**src/rtl/cmp_arbiter.sv**
```systemverilog
// Two-port arbitrated signed 32-bit comparator (LT/NE/EQ/GE) with captured operands.
// Latency: accept edge -> resp_valid after 2 edges; one request in flight, issue interval 3 cycles.
// Backpressure: req_ready only in IDLE for the granted port; DONE holds until the owner's resp_ready.
module cmp_arbiter #(
   parameter bit RR_EN = 1'b1
) (
   input  logic        clock,
   input  logic        reset,
   input  logic        req_valid0,
   input  logic        req_valid1,
   output logic        req_ready0,
   output logic        req_ready1,
   input  logic [31:0] req_a0,
   input  logic [31:0] req_b0,
   input  logic [31:0] req_a1,
   input  logic [31:0] req_b1,
   input  logic [1:0]  req_op0,
   input  logic [1:0]  req_op1,
   output logic        resp_valid0,
   output logic        resp_valid1,
   input  logic        resp_ready0,
   input  logic        resp_ready1,
   output logic        resp_result,
   output logic        resp_lt,
   output logic        resp_ne,
   output logic        busy
);

   typedef enum logic [1:0] {
      IDLE = 2'd0,
      BUSY = 2'd1,
      DONE = 2'd2
   } state_t;

   localparam logic [1:0] OP_LT = 2'b00;
   localparam logic [1:0] OP_NE = 2'b01;
   localparam logic [1:0] OP_EQ = 2'b10;

   state_t      state_q;
   state_t      state_d;
   logic        last_served;
   logic        grant;
   logic        accept;
   logic [31:0] cap_a;
   logic [31:0] cap_b;
   logic [1:0]  cap_op;
   logic        cap_id;
   logic [31:0] diff;
   logic        lt_c;
   logic        ne_c;
   logic        result_c;
   logic        result_q;
   logic        lt_q;
   logic        ne_q;

   assign busy        = (state_q != IDLE);
   assign resp_result = result_q;
   assign resp_lt     = lt_q;
   assign resp_ne     = ne_q;

   // Grant selection: a lone requester wins; a tie goes to the port not served last (or port 0 when fixed).
   always_comb begin
      grant = 1'b0;
      if (req_valid0 && req_valid1) begin
         grant = RR_EN ? ~last_served : 1'b0;
      end else if (req_valid1) begin
         grant = 1'b1;
      end
   end

   // Subtract-based signed compare; when signs differ the subtraction may overflow, so a's sign decides.
   always_comb begin
      diff     = cap_a - cap_b;
      lt_c     = (cap_a[31] ^ cap_b[31]) ? cap_a[31] : diff[31];
      ne_c     = |diff;
      result_c = ~lt_c;
      case (cap_op)
         OP_LT:   result_c = lt_c;
         OP_NE:   result_c = ne_c;
         OP_EQ:   result_c = ~ne_c;
         default: result_c = ~lt_c;
      endcase
   end

   // State register; reset drops any in-flight request without a response.
   always_ff @(posedge clock or posedge reset) begin
      if (reset) begin
         state_q <= IDLE;
      end else begin
         state_q <= state_d;
      end
   end

   // Next-state and handshake outputs; ready is gated by reset so it drops immediately.
   always_comb begin
      state_d     = state_q;
      req_ready0  = 1'b0;
      req_ready1  = 1'b0;
      resp_valid0 = 1'b0;
      resp_valid1 = 1'b0;
      accept      = 1'b0;
      case (state_q)
         IDLE: begin
            req_ready0 = ~reset & req_valid0 & ~grant;
            req_ready1 = ~reset & req_valid1 & grant;
            if (req_ready0 || req_ready1) begin
               accept  = 1'b1;
               state_d = BUSY;
            end
         end
         BUSY: begin
            state_d = DONE;
         end
         DONE: begin
            resp_valid0 = ~cap_id;
            resp_valid1 = cap_id;
            // Only the owning port's resp_ready retires the response.
            if (cap_id ? resp_ready1 : resp_ready0) begin
               state_d = IDLE;
            end
         end
         default: begin
            state_d = IDLE;
         end
      endcase
   end

   // Operand capture on accept, arbitration history, and result registration in BUSY.
   always_ff @(posedge clock or posedge reset) begin
      if (reset) begin
         cap_a       <= '0;
         cap_b       <= '0;
         cap_op      <= '0;
         cap_id      <= 1'b0;
         last_served <= 1'b1;
         result_q    <= 1'b0;
         lt_q        <= 1'b0;
         ne_q        <= 1'b0;
      end else begin
         if (accept) begin
            cap_a       <= grant ? req_a1 : req_a0;
            cap_b       <= grant ? req_b1 : req_b0;
            cap_op      <= grant ? req_op1 : req_op0;
            cap_id      <= grant;
            last_served <= grant;
         end
         if (state_q == BUSY) begin
            result_q <= result_c;
            lt_q     <= lt_c;
            ne_q     <= ne_c;
         end
      end
   end

endmodule

```
**config.mk**
```make
export PLATFORM = sky130hd
export DESIGN_NAME = cmp_arbiter
export DESIGN_NICKNAME = d
export VERILOG_FILES = /design/src/rtl/cmp_arbiter.sv
export SDC_FILE = /design/constraint.sdc
export NUM_CORES = 1
export LEC_CHECK = 0
export BUFFER_PORTS_ARGS = -buffer_cell sky130_fd_sc_hd__clkbuf_2
export CAP_MARGIN = 10
export CORE_UTILIZATION = 49
export CTS_CLUSTER_DIAMETER = 150
export DETAILED_ROUTE_END_ITERATION = 10
export PLACE_DENSITY = 0.76
export SYNTH_ARGS = -nofsm -noshare
export SYNTH_HDL_FRONTEND = slang
export SYNTH_SLANG_ARGS = --single-unit
```
**constraint.sdc**
```tcl
create_clock -name clock -period 4.4 [get_ports clock]
set_clock_uncertainty 0.2 [all_clocks]
set_input_delay 0.22 -clock clock [delete_from_list [all_inputs] [get_ports clock]]
set_output_delay 0.22 -clock clock [all_outputs]
set_load 0.02 [all_outputs]
```
==> run_results.csv, run 1 <==
group,metric,value,unit
worst_setup_path,critPathArrivalTime,4.49,ns
global_route,grt_use_total,0.337,
global_route,antenna_found_initial,1,
sta,layout_min_cycle_time,4.45,ns
worst_setup_path,crit_path_top_delay_cell,"fa_1",
floorplan,initial_utilization,0.503,
sta,hold_viol,0,
final_layout,layout_commonest_cell,"clkbuf_2",
worst_setup_path,start_kind,"flip-flop",
cts,cts.sinks,73,
sta,max_slew_margin,0.238,
floorplan,fp.dieW,108,µm
place,placed_area,6730,µm²
pwr,seqPwrFrac,0.183,
sta,worst_slew_pin_slew,1.14,ns
cts,insertion_delay,0.37,ns
routing,dr.pass1.iters,7,
synthesis,syn_area,5480,µm²
global_route,grt_pass1_vias,6443,
final_layout,fillers,743,
synthesis,synth_area_per_cell,8.42,µm²
synthesis,synth-main-ff-cell,"dfrtp_1",
sta,fin_ws,-0.0479,ns
pwr,vdd_drop_max,440,µV
sta,timing.final.crit_share,1.01,
global_route,grt_pass1_wl,30200,µm
cts,cts_tree,"built",
worst_setup_path,critPathBufInv,2,
synthesis,synth_top_cell_area_share,0.329,
synthesis,yosys-top-cells-area,"dfrtp_1 33%, mux2i_1 12%, o21ai_0 7.9%, ha_1 7.1%, nand2_1 6.4%",
final_layout,fin_nets,1139,
worst_setup_path,crit_family,"compound AO/OA/AOI/OAI gates",
floorplan,dieArea,11600,µm²
final_layout,fin_area,8410,µm²
place,globalplace.congestion,0.885,
sta,rsz0062_at_grt,"true",
routing,ant_nets,0,
min_path,worstHoldPathType,"input pin to flip-flop",
floorplan,floorplan.rows,38,
worst_setup_path,worstSetupPathType,"flip-flop to flip-flop",
routing,viasPerCell,5.59,
global_route,grt_max_degree,136,
sta,drv_slew,0,
pwr,pwr_density_cell,792,nW/µm²
synthesis,syn-num-nets,822,
synthesis,synth.distinct_cells,74,
cts,cts.path.max_buffers,2,
cts,cts_buffers,9,
synthesis,seq_area_frac_synth,0.334,
worst_setup_path,crit_fanout,6,
outcome,violations,"negative setup slack",
pwr,total_leakage_power,4.09,nW
place,portBuffers,145,
final_layout,layout-area-overhead-vs-synth,53.5,%
synthesis,synth_edf_count,0,
floorplan,die_h,108,µm
routing,drtIter0Drc,335,
routing,routedWlPerCell,16.9,µm
flow_run,max_cap_viol_count,0,
synthesis,synthArstFlopShare,1.00,
final_layout,layout_common_cells,"145 x clkbuf_2, 130 x dlygate4sd3_1, 94 x nand2_1",
pwr,switching_power,3.13,mW
sta,setup_viol,1,
pwr,sw_frac_of_total,0.469,
cts,cts_max_level,3,
final_layout,drive_gt1_frac,0.271,
routing,vias,6222,
routing,drc,0,
cts,root_buffer,"clkbuf_8",
cts,clk_pin_slew_worst_paths,0.09,ns
pwr,pwr-share-clk,0.083,
floorplan,core_area,10900,µm²
synthesis,yosysTopAreaCell,"dfrtp_1",
pwr,power.internal,3.54,mW
worst_setup_path,endpoint_kind,"flip-flop",
synthesis,ys_ff_latch,73,
synthesis,synthCells,651,
floorplan,io_pins,146,
worst_setup_path,cp.required,4.44,ns
sta,fmax,0.225,GHz
worst_setup_path,crit_chain,"ha_4, buf_4, nand2_1, o21ai_0, inv_1, o221ai_4, a31oi_4, o21bai_1, a21oi_1, o21ai_1, a21oi_1, fa_1, and3_4, o311ai_2, nor4b_2, o21ai_1, nor3_2, nand4_2, o31ai_2, or3b_1",
routing,routed_wl,18800,µm
worst_setup_path,cp_slowest_stage_delay,0.49,ns
outcome,status,"complete, but fails checks",
pwr,comb_power_share,0.734,
global_route,overflow,0,
pwr,p_total,6.66,mW
place,hpwl,11400,µm
synthesis,synth_warnings,0,
-- kinds of logic (layout without fill, tap and decap cells) --
| group | count (synthesis) | count (layout) | synth area share |
|---|---|---|---|
| xor gates and xnor gates | 7 | 7 | 0.0112 |
| muxes | 72 | 72 | 0.135 |
| buffers and inverters | 79 | 401 | 0.0557 |
| adders and majority gates | 33 | 33 | 0.0781 |
| AOI/OAI and AO/OA | 203 | 203 | 0.229 |
| DFF | 73 | 73 | 0.334 |
| other | 0 | 1 | 0 |
| and+or+nand+nor | 184 | 184 | 0.158 |
-- cells in the mapped netlist (all sizes together) (4+ instances only) --
| cell | n |
|---|---|
| a211o | 5 |
| o2111ai | 5 |
| mux2i | 69 |
| a21o | 10 |
| ha | 31 |
| nand2b | 6 |
| and3 | 5 |
| nor3 | 9 |
| or3 | 4 |
| buf | 9 |
| clkbuf | 22 |
| o211ai | 7 |
| xnor2 | 6 |
| or2 | 7 |
| and2 | 4 |
| a21oi | 40 |
| inv | 48 |
| nor2 | 27 |
| o21ai | 92 |
| a31oi | 7 |
| nand4 | 4 |
| nand2 | 94 |
| nand3 | 7 |
| dfrtp | 72 |
-- power by group through the flow --
stage          registers, mW  logic (mW)  clock network, mW
2_1_floorplan           1.16        2.96                  0
3_3_place_gp            1.18        4.33                  0
3_5_place_dp            1.20        4.37                  0
4_1_cts                 1.20        4.67              0.553
5_1_grt                 1.25        5.36              0.586
6_report                1.22        4.89              0.556
-- tightest hold or removal path: stages --
cell      delay [ns]
clkbuf_2        0.07
mux2i_1         0.06
o21ai_0         0.18
-- through the flow --
stage | utilization | TNS [ns] | worst slack (ns) | hold WS [ns] | std cells
after floorplan | - | 0 | 0.00486 | 0.216 | 651
after global placement | 0.618 | -0.0969 | -0.0969 | 0.190 | 962
after detailed placement | 0.618 | -0.400 | -0.357 | 0.203 | 962
after CTS | 0.765 | -0.0859 | -0.0859 | 0.000538 | 1109
after global routing | 0.772 | -0.346 | -0.249 | 0.0272 | 1114
final | 0.772 | -0.0479 | -0.0479 | 0.0105 | 1114
-- final cells by class --
cell class	instances	area [µm²]	share of cell area
diodes	1	2.50	0.000298
inverters	48	180	0.0214
well taps	140	175	0.0208
clock inverters	5	55.1	0.00655
clock buffers	11	141	0.0168
repair buffers	337	2490	0.296
multi-input cells	499	3540	0.420
flip-flops and latches	73	1830	0.217
-- per-layer routing --
layer	global-route usage	wire, µm	share of wire	vias up
met5	0	0	0	-
met4	0.143	596	0.032	0
met3	0.0490	891	0.047	54
met2	0.621	9920	0.53	228
met1	0.383	7430	0.39	2962
li1	-	-	-	2978
-- timing repair --
| item | CTS | global route |
|---|---|---|
| pin swaps | 13 | 14 |
| hold buffers | 129 | 1 |
| resized for setup | 12 | 5 |
| endpoints found under the hold margin | 99 | 1 |
| setup endpoints to repair | 2 | 2 |
| buffers inserted | 2 | 3 |
-- worst paths after layout --
kind | start | to | slack (ns) | cells past startpoint
max | cap_a[17] | resp_result | -0.05 | 20
min | req_a1[13] | cap_a[13] | 0.01 | 3
max reg2reg | cap_a[17] | resp_result | -0.05 | 20
min reg2reg | cap_b[5] | cap_b[5] | 0.29 | 2
max in group asynchronous | reset | cap_a[6] | 2.64 | 4
min in group asynchronous | reset | cap_b[19] | 0.35 | 3
-- registers in the layout, summed over array words and instances (netlist names) --
signal,flops
cap_id,1
resp_result,1
last_served,1
cap_a,32
resp_ne,1
cap_b,32
resp_lt,1
cap_op,2
state_q,2
No activity file was read; power rests on OpenSTA's default activity.
==> run 2: changes to the inputs <==
--- a/config.mk
+++ b/config.mk
@@ -5,9 +5,10 @@
 export SDC_FILE = /design/constraint.sdc
 export NUM_CORES = 1
 export LEC_CHECK = 0
+export ABC_AREA = 1
 export BUFFER_PORTS_ARGS = -buffer_cell sky130_fd_sc_hd__clkbuf_2
 export CAP_MARGIN = 10
-export CORE_UTILIZATION = 49
+export CORE_UTILIZATION = 50
 export CTS_CLUSTER_DIAMETER = 150
 export DETAILED_ROUTE_END_ITERATION = 10
 export PLACE_DENSITY = 0.76
==> run 2 against run 1 <==
Net effect: the run ends with negative hold slack left; register-to-register slack gained 1.3 ns; synthesized cell count grew 48%; non-clock buffer count shrank 110; wire length grew 3.4%; die area grew 7.4%; critical endpoint unchanged.
==> run_results.csv, run 2 <==
group,metric,value,unit
sta,max_slew_margin,0.215,
worst_setup_path,r2r_slack,1.21,ns
global_route,grt_max_degree,104,
synthesis,synth-main-ff-cell,"dfrtp_1",
synthesis,seq_area_frac_synth,0.304,
routing,viasPerCell,5.26,
sta,fmax,0.313,GHz
synthesis,ys_ff_latch,73,
pwr,sw_frac_of_total,0.527,
routing,vias,6954,
place,portBuffers,145,
synthesis,synth_warnings,0,
pwr,switching_power,3.46,mW
place,placed_area,6850,µm²
worst_setup_path,critPathArrivalTime,3.22,ns
sta,tns,0,ns
cts,cts.sinks,73,
cts,insertion_delay,0.33,ns
min_path,worstHoldPathType,"input pin to flip-flop",
synthesis,ys_top_cells_by_count,"277 x nand2_1, 173 x inv_1, 123 x nor2_1",
flow_run,max_cap_viol_count,0,
cts,cts.path.max_buffers,2,
final_layout,fin_area,7900,µm²
worst_setup_path,crit_path_end,"resp_result",
cts,root_buffer,"clkbuf_16",
final_layout,layout_commonest_cell,"nand2_1",
cts,cts_buffers,9,
worst_setup_path,reg2reg_depth,24,
pwr,vdd_drop_max,457,µV
synthesis,synth_top_cell_area_share,0.300,
cts,clk_pin_slew_worst_paths,0.06,ns
synthesis,syn-num-nets,1136,
synthesis,synth_most_common_cell,"nand2_1",
sta,layout_min_cycle_time,3.19,ns
synthesis,syn_area,6010,µm²
final_layout,reg_top3,"cap_a (32), cap_b (32)",
global_route,grt_pass1_wl,31700,µm
pwr,seqPwrFrac,0.179,
sta,rsz0062_at_grt,"false",
floorplan,initial_utilization,0.520,
cts,post-cts-setup-buffer-count,0,
sta,setup_viol,0,
synthesis,synthArstFlopShare,1.00,
worst_setup_path,r2r-start,"cap_a[2]",
worst_setup_path,endpoint_kind,"flip-flop",
outcome,status,"complete, but fails checks",
sta,worst_slew_pin_slew,1.18,ns
cts,cts_resized,0,
worst_setup_path,worstSetupPathType,"flip-flop to flip-flop",
worst_setup_path,crit_fanout,6,
final_layout,drive_gt1_frac,0.184,
synthesis,synthCells,965,
routing,routedWlPerCell,14.7,µm
global_route,antenna_found_initial,0,
routing,ant_nets,0,
pwr,comb_power_share,0.720,
global_route,overflow,0,
synthesis,yosysTopAreaCell,"dfrtp_1",
cts,cts_max_level,3,
routing,drtIter0Drc,636,
floorplan,floorplan.rows,39,
synthesis,synth.distinct_cells,29,
routing,dr.pass1.iters,7,
final_layout,diodes,0,
outcome,violations,"negative hold slack",
global_route,grt_pass1_vias,6522,
min_path,hold_depth,3,
floorplan,core_area,11600,µm²
pwr,pwr-share-clk,0.101,
routing,routed_wl,19500,µm
floorplan,dieArea,12500,µm²
worst_setup_path,cp.required,4.43,ns
worst_setup_path,crit_start,"cap_a[2]",
routing,drc,0,
pwr,pwr_density_cell,831,nW/µm²
place,hpwl,14000,µm
place,globalplace.congestion,0.994,
min_path,min-delay-start,"req_a1[2]",
cts,cts_tree,"built",
synthesis,synth_area_per_cell,6.23,µm²
sta,drv_slew,0,
final_layout,layout_common_cells,"276 x nand2_1, 171 x inv_1, 145 x clkbuf_2",
final_layout,fin_nets,1346,
final_layout,layout-area-overhead-vs-synth,31.4,%
worst_setup_path,rr_endpoint,"resp_result",
pwr,total_leakage_power,4.48,nW
floorplan,die_h,112,µm
pwr,power.internal,3.11,mW
sta,hold_slack,-0.000347,ns
synthesis,synth_edf_count,0,
synthesis,yosys-top-cells-area,"dfrtp_1 30%, nand2_1 17%, inv_1 11%, o21ai_0 8.3%, nor2_1 7.7%",
worst_setup_path,start_kind,"flip-flop",
floorplan,fp.dieW,112,µm
floorplan,io_pins,146,
sta,hold_viol,1,
sta,timing.final.crit_share,0.726,
global_route,grt_use_total,0.324,
run 2: area by class of cell:
class / instances / area, µm²
multi-input cells: 683 / 3410
repair buffers: 227 / 1540
well taps: 143 / 179
clock inverters: 3 / 17.5
fillers: 978 / 3670
flip-flops and latches: 73 / 1830
clock buffers: 13 / 250
inverters: 181 / 679
run 2: power by group through the flow:
| stage | logic (mW) | registers (mW) | clock network (mW) |
|---|---|---|---|
| finish | 4.72 | 1.18 | 0.662 |
| CTS | 4.61 | 1.17 | 0.667 |
| global placement | 4.35 | 1.16 | 0 |
| floorplan | 3.35 | 1.14 | 0 |
| global route | 5.31 | 1.21 | 0.694 |
| detailed placement | 4.37 | 1.18 | 0 |
run 2: how the worst min path moves through the flow:
stage | endpoint | slack, ns
2_1_floorplan | state_q[1] | 0.19
3_3_place_gp | cap_a[19] | 0.27
3_5_place_dp | cap_a[15] | 0.28
4_1_cts | cap_a[14] | 0.002
5_1_grt | cap_b[26] | 0.007
6_report | cap_a[2] | -0.0003
run 2: cell families after synthesis:
logic type,Yosys count,share of synthesized area
AO/OA/AOI/OAI,153,0.136
XOR/XNOR,5,0.00729
adder cells (fa/ha/maj),33,0.0712
buffers and inverters,209,0.131
flip-flops,73,0.304
AND/OR/NAND/NOR,492,0.351
run 2: routing by layer:
layer / track usage / part of all wire / vias up / wire [µm]
met4: 0.121 / 0.029 / 0 / 574
met3: 0.0561 / 0.087 / 47 / 1690
met5: 0 / 0 / - / 0
met2: 0.489 / 0.43 / 309 / 8460
met1: 0.463 / 0.45 / 3173 / 8760
li1: - / - / 3425 / -
run 2: repair_timing:
| item | 4_1_cts | 5_1_grt |
|---|---|---|
| endpoints found under the hold margin | 52 | 0 |
| setup endpoints to repair | 0 | 0 |
| hold buffers | 78 | 0 |
run 2: stage by stage:
| stage | std cells | worst slack [ns] | hold slack, ns | util | power, mW |
|---|---|---|---|---|---|
| detailed placement | 1229 | 1.25 | 0.283 | 0.592 | 5.55 |
| floorplan | 965 | 1.11 | 0.185 | - | 4.50 |
| global route | 1323 | 0.943 | 0.00651 | 0.683 | 7.21 |
| finish | 1323 | 1.21 | -0.000347 | 0.683 | 6.56 |
| global placement | 1229 | 1.30 | 0.275 | 0.592 | 5.51 |
| CTS | 1323 | 1.23 | 0.00176 | 0.683 | 6.45 |
run 2: worst max-delay path, cell delays in order, from the launching register on:
cell	delay, ns
dfrtp_1	0.40
ha_1	0.46
nand2_2	0.08
nand2_2	0.09
inv_2	0.06
nand2_4	0.09
nand2_4	0.06
nand2_4	0.07
nand2_2	0.06
nand2_2	0.07
nand2_1	0.07
nand2_1	0.08
nand2_1	0.05
nand2_1	0.05
a21oi_1	0.07
fa_1	0.47
inv_1	0.04
nor2_1	0.09
nand2_1	0.07
nor2_2	0.11
nand3_2	0.08
nand2_1	0.07
nand3_1	0.06
nor2_1	0.08
nor2_1	0.04
